### src/rtl/mmio_uart_hub.sv
// mmio_uart_hub: MMIO bridge between a data bus and a UART (RX ring buffer, TX FIFO with drain FSM).
// Define MMIO_UART_OVERFLOW_STAT_EN to add the RX overflow counter at 0xFFFFFFF0.
module mmio_uart_hub #(
    parameter int RX_DEPTH       = 256,
    parameter int TX_DEPTH       = 16,
    parameter bit RX_DROP_OLDEST = 1
) (
    input  logic        clock,
    input  logic        reset,
    input  logic        en,
    input  logic        we,
    input  logic [31:0] addr,
    input  logic [31:0] wd,
    output logic [31:0] rd,
    output logic        stall,
    input  logic        rx_valid,
    input  logic [7:0]  rx_data,
    output logic        tx_start,
    output logic [7:0]  sdata,
    input  logic        tx_busy
);
    localparam int RA = $clog2(RX_DEPTH);
    localparam int TA = $clog2(TX_DEPTH);

    typedef enum logic [1:0] {IDLE, START, WAIT_BUSY, WAIT_DONE} state_t;
    state_t state, state_next;

    logic [7:0]  rx_mem [RX_DEPTH];
    logic [7:0]  tx_mem [TX_DEPTH];
    logic [RA:0] rx_head, rx_tail, rx_count;
    logic [TA:0] tx_head, tx_tail, tx_count;
    logic        rx_full, rx_empty, rx_pop, rx_push, rx_skip, rx_ovf;
    logic        tx_full, tx_write, tx_push, tx_pop, rd_en;
    logic [7:0]  rx_byte;
    logic        unused_wd;

`ifdef MMIO_UART_OVERFLOW_STAT_EN
    logic [15:0] ovf_count;
    always_ff @(posedge clock)
        if (reset || (en && we && addr == 32'hFFFF_FFF0)) ovf_count <= '0;
        else if (rx_ovf && ovf_count != 16'hFFFF) ovf_count <= ovf_count + 1;
`endif

    assign unused_wd = ^wd[31:8];
    assign rd_en     = en && !we;

    // Count never exceeds the depth, so its MSB alone flags full.
    assign rx_count = rx_tail - rx_head;
    assign rx_full  = rx_count[RA];
    assign rx_empty = rx_count == '0;
    assign rx_pop   = rd_en && addr == 32'hFFFF_FFF1 && !rx_empty;
    assign rx_ovf   = rx_valid && rx_full && !rx_pop;
    assign rx_push  = rx_valid && !(rx_ovf && !RX_DROP_OLDEST);
    assign rx_skip  = rx_ovf && RX_DROP_OLDEST;
    assign rx_byte  = rx_empty ? 8'h00 : rx_mem[rx_head[RA-1:0]];

    assign tx_count = tx_tail - tx_head;
    assign tx_full  = tx_count[TA];
    assign tx_write = en && we && addr == 32'hFFFF_FFF4;
    assign tx_pop   = state == START;
    assign stall    = tx_write && tx_full && !tx_pop;
    assign tx_push  = tx_write && !stall;
    assign tx_start = tx_pop;

    always_comb begin
        rd = '0;
        if (rd_en)
            rd = addr == 32'hFFFF_FFF1 ? {24'h0, rx_byte} :
                 addr == 32'hFFFF_FFF2 ? 32'(rx_count) :
                 addr == 32'hFFFF_FFF8 ? 32'(TX_DEPTH) - 32'(tx_count) :
`ifdef MMIO_UART_OVERFLOW_STAT_EN
                 addr == 32'hFFFF_FFF0 ? {16'h0, ovf_count} :
`endif
                 '0;
    end

    always_comb begin
        state_next = state;
        case (state)
            IDLE:      if (tx_count != '0 && !tx_busy) state_next = START;
            START:     state_next = WAIT_BUSY;
            WAIT_BUSY: if (tx_busy) state_next = WAIT_DONE;
            WAIT_DONE: if (!tx_busy) state_next = IDLE;
            default:   state_next = IDLE;
        endcase
    end

    always_ff @(posedge clock) begin
        if (reset) begin
            rx_head <= '0;
            rx_tail <= '0;
            tx_head <= '0;
            tx_tail <= '0;
            sdata   <= '0;
            state   <= IDLE;
        end else begin
            if (rx_push) rx_tail <= rx_tail + 1;
            if (rx_pop || rx_skip) rx_head <= rx_head + 1;
            if (tx_push) tx_tail <= tx_tail + 1;
            if (tx_pop) tx_head <= tx_head + 1;
            // Latch the head byte on entry to START so it is stable for the whole frame.
            if (state_next == START) sdata <= tx_mem[tx_head[TA-1:0]];
            state <= state_next;
        end
    end

    always_ff @(posedge clock) begin
        if (rx_push) rx_mem[rx_tail[RA-1:0]] <= rx_data;
        if (tx_push) tx_mem[tx_tail[TA-1:0]] <= wd[7:0];
    end
endmodule

### config.mk
export PLATFORM = sky130hd
export DESIGN_NAME = mmio_uart_hub
export DESIGN_NICKNAME = d
export VERILOG_FILES = /design/src/rtl/mmio_uart_hub.sv
export SDC_FILE = /design/constraint.sdc
export NUM_CORES = 2
export LEC_CHECK = 0
export BUFFER_PORTS_ARGS = -buffer_cell sky130_fd_sc_hd__buf_2
export CORE_MARGIN = 5
export CORE_UTILIZATION = 40
export DETAILED_ROUTE_END_ITERATION = 12
export HOLD_SLACK_MARGIN = 0.02
export PLACE_DENSITY = 0.54
export SLEW_MARGIN = 20
export SYNTH_ARGS = -nofsm -noshare
export SYNTH_HDL_FRONTEND = slang
export SYNTH_SLANG_ARGS = --single-unit
export TNS_END_PERCENT = 20
### constraint.sdc
create_clock -name clock -period 6.35 [get_ports clock]
set_input_delay 0.635 -clock clock [delete_from_list [all_inputs] [get_ports clock]]
set_output_delay 0.635 -clock clock [all_outputs]
set_load 0.005 [all_outputs]
==> flow_summary.toml <==
[run_status]
status = "completed"

[job]
drv_cap = 0

[die]
die_area_um2 = 231000
fp.coreArea_um2 = 220000
placementRows = 172
floorplan.initialDensity_pct = 40.3
fp.dieH_um = 481
ios = 120
die_w_um = 481

[sta]
rsz0062_at_grt = "false"
setup_tns_ns = 0
finClkSkew_ns = 0.0395
setup_viol = 0
setup_slack_ns = 0.266
clock.fmax_mhz = 164
tightest_slew_ns = 1.22
layout_min_cycle_time_ns = 6.08
final_hold_viol_count = 0
slew-limit-headroom_pct = 18.8
slew_viol_final = 0
min_period_over_period_pct = 95.8

[setup_path]
reg2reg_from = "tx_head[1]"
arrival_ns = 5.45
reg2reg_depth = 10
startpoint_type = "register"
r2r_slack_ns = 2.39
critical_path_class = "reg2out"
reg2reg_to = "tx_mem[11][1]"
required_ns = 5.71
path_max_fanout = 29
cp-end-kind = "output pin"

[synth]
netlist_area_um2 = 88600
ys_ff_latch = 2222
yosys.area.top_type = "edfxtp_1"
yosysMostFrequentCell = "edfxtp_1"
synthCells = 4477
seq_area_frac_synth_pct = 74.8
avgSynthCellArea_um2 = 19.8
synthTopCellsByCount = "edfxtp_1, mux4_2, nor2_1, mux2i_1, a221oi_1"
synth.area.top_cells = "edfxtp_1, mux4_2, mux2i_1, nor2_1, dfxtp_1"
synth-edff-count = 2176
synth.yosys.warnings = 0
yosys.area.top_type_share_pct = 73.7
syn_nets = 4582
async_reset_ff_share_pct = 0
synth_cell_type_count = 87
ys.flop_type = "edfxtp_1"

[hold_path]
hold_end = "tx_mem[15][6]"
hp-class = "in2reg"
holdPathStages = 1
min_from = "wd[6]"

[routing]
drcViolationCount = 0
via_count = 44709
via_per_inst = 5.74
drtIter0Drc = 5053
drt-wirelength-per-cell_um = 31.0
routed_wl_um = 241000
antenna_left = 0
drt-pass1-iter-count = 5

[global_routing]
grt_max_degree = 193
grt_pass1_wl_um = 342000
antenna_found_initial = 14
grt_pass1_vias = 44972
track_usage_pct = 20.6
overflow = 0

[placement]
place_area_um2 = 92200
dp_slack_ns = 0.964
gp_congestion = 0.813
port_buffers = 95
hpwl_um = 141000

[power]
leakagePower_nw = 29.5
powerDensity_nw_per_um2 = 301
ir_worst_vdd_uv = 266

[layout]
area_growth_syn_to_layout_pct = 12.0
nNetsFinal = 4742
final_area_um2 = 99200
fillers = 18635
drive_gt1_share_pct = 20.5

[clock_network]
cts_inserted_buffers = 226
cts.sinks = 2222
root_buffer = "clkbuf_16"
ctsLongestPathBuffers = 3
clkLatencyLatePin_ns = 0.87
clk_pin_slew_worst_paths_ns = 0.06
cts_max_level = 4
tritoncts = "yes"
timing repair:
item	4_1_cts	5_1_grt
hold buffers	1	0
hold endpoints to repair	2	0
setup buffers	0	0
setup endpoints to repair	1	0
resized for setup	1	0
placed cells by master, fill, tap and decap left out, types with 64 or more instances in the layout:
cell and count:
mux2i_1 324, nand2_1 73, mux4_2 409, buf_2 87, edfxtp_1 2176, o21ai_0 87, a221oi_1 104, buf_4 100
a21oi_1 64, nor2_1 360, clkinv_1 67, clkbuf_16 226
metrics by stage:
step                utilization, %  instances  power [W]  hold slack, ns
floorplan                        -       4477     0.0170           0.465
global placement              41.9       7365     0.0175           0.472
detailed placement            41.9       7366     0.0175           0.479
CTS                           45.1       7782     0.0301          0.0664
global route                  45.1       7783     0.0308           0.110
finish                        45.1       7785     0.0299           0.148
kinds of logic after synthesis:
group                      share of synthesized area, %
AOI/OAI and AO/OA                                  3.86
buffers and inverters                              2.54
and+or+nand+nor                                    3.21
DFF                                                74.8
muxes                                              14.9
xor gates and xnor gates                          0.277
adders and majority gates                         0.398
report_power, final:
| part | total (W) | switching [W] | internal (W) |
|---|---|---|---|
| clock | 0.0127 | 0.00564 | 0.00707 |
| combinational | 0.00103 | 0.000661 | 0.000365 |
| sequential | 0.0162 | 0.0000262 | 0.0161 |
| total | 0.0299 | 0.00633 | 0.0236 |
flip-flops by register name (all words and copies together), names as in the netlist, named ones only:
register and count:
state 2, tx_tail 5, rx_tail 9, tx_mem 128
rx_head 9, sdata 8, tx_head 5, rx_mem 2048
worst max-delay path, cell delays in order, from the launching register on:
cell and delay [ns]:
dfxtp_4 0.87, buf_12 0.33, buf_12 0.21, mux4_2 0.50, nor3_1 0.15, a211oi_1 0.13
nor3_1 0.56, o22ai_1 0.41, o31ai_1 0.85, o21ai_1 0.26, buf_2 0.21
layout make-up:
type                    count  area [um^2]  share of cell area [%]
flip-flops and latches   2222        66300                    66.8
multi-input cells        1935        20200                    20.4
clock buffers             278         5860                    5.91
well taps                2958         3700                    3.73
repair buffers            225         1890                    1.91
clock inverters           137         1120                    1.13
inverters                  27          109                   0.110
diodes                      3         7.51                 0.00757
worst max path at each step:
stage          endpoint  slack (ns)  cells past startpoint
2_1_floorplan    rd[10]        1.42                      9
3_3_place_gp      rd[5]        0.91                      8
3_5_place_dp      rd[5]        0.96                      8
4_1_cts           rd[6]        0.25                      9
5_1_grt           rd[2]        0.03                     11
6_report          rd[6]        0.27                     10
per-layer routing:
metal,share of wire (%),global-route usage [%],up-vias
met3,7.2,4.29,336
met5,0.026,0,-
met4,2.8,5.81,10
met1,43,29.2,23874
met2,47,32.7,1642
li1,-,-,18847
Note: power is estimated with default switching activity, not from simulation.
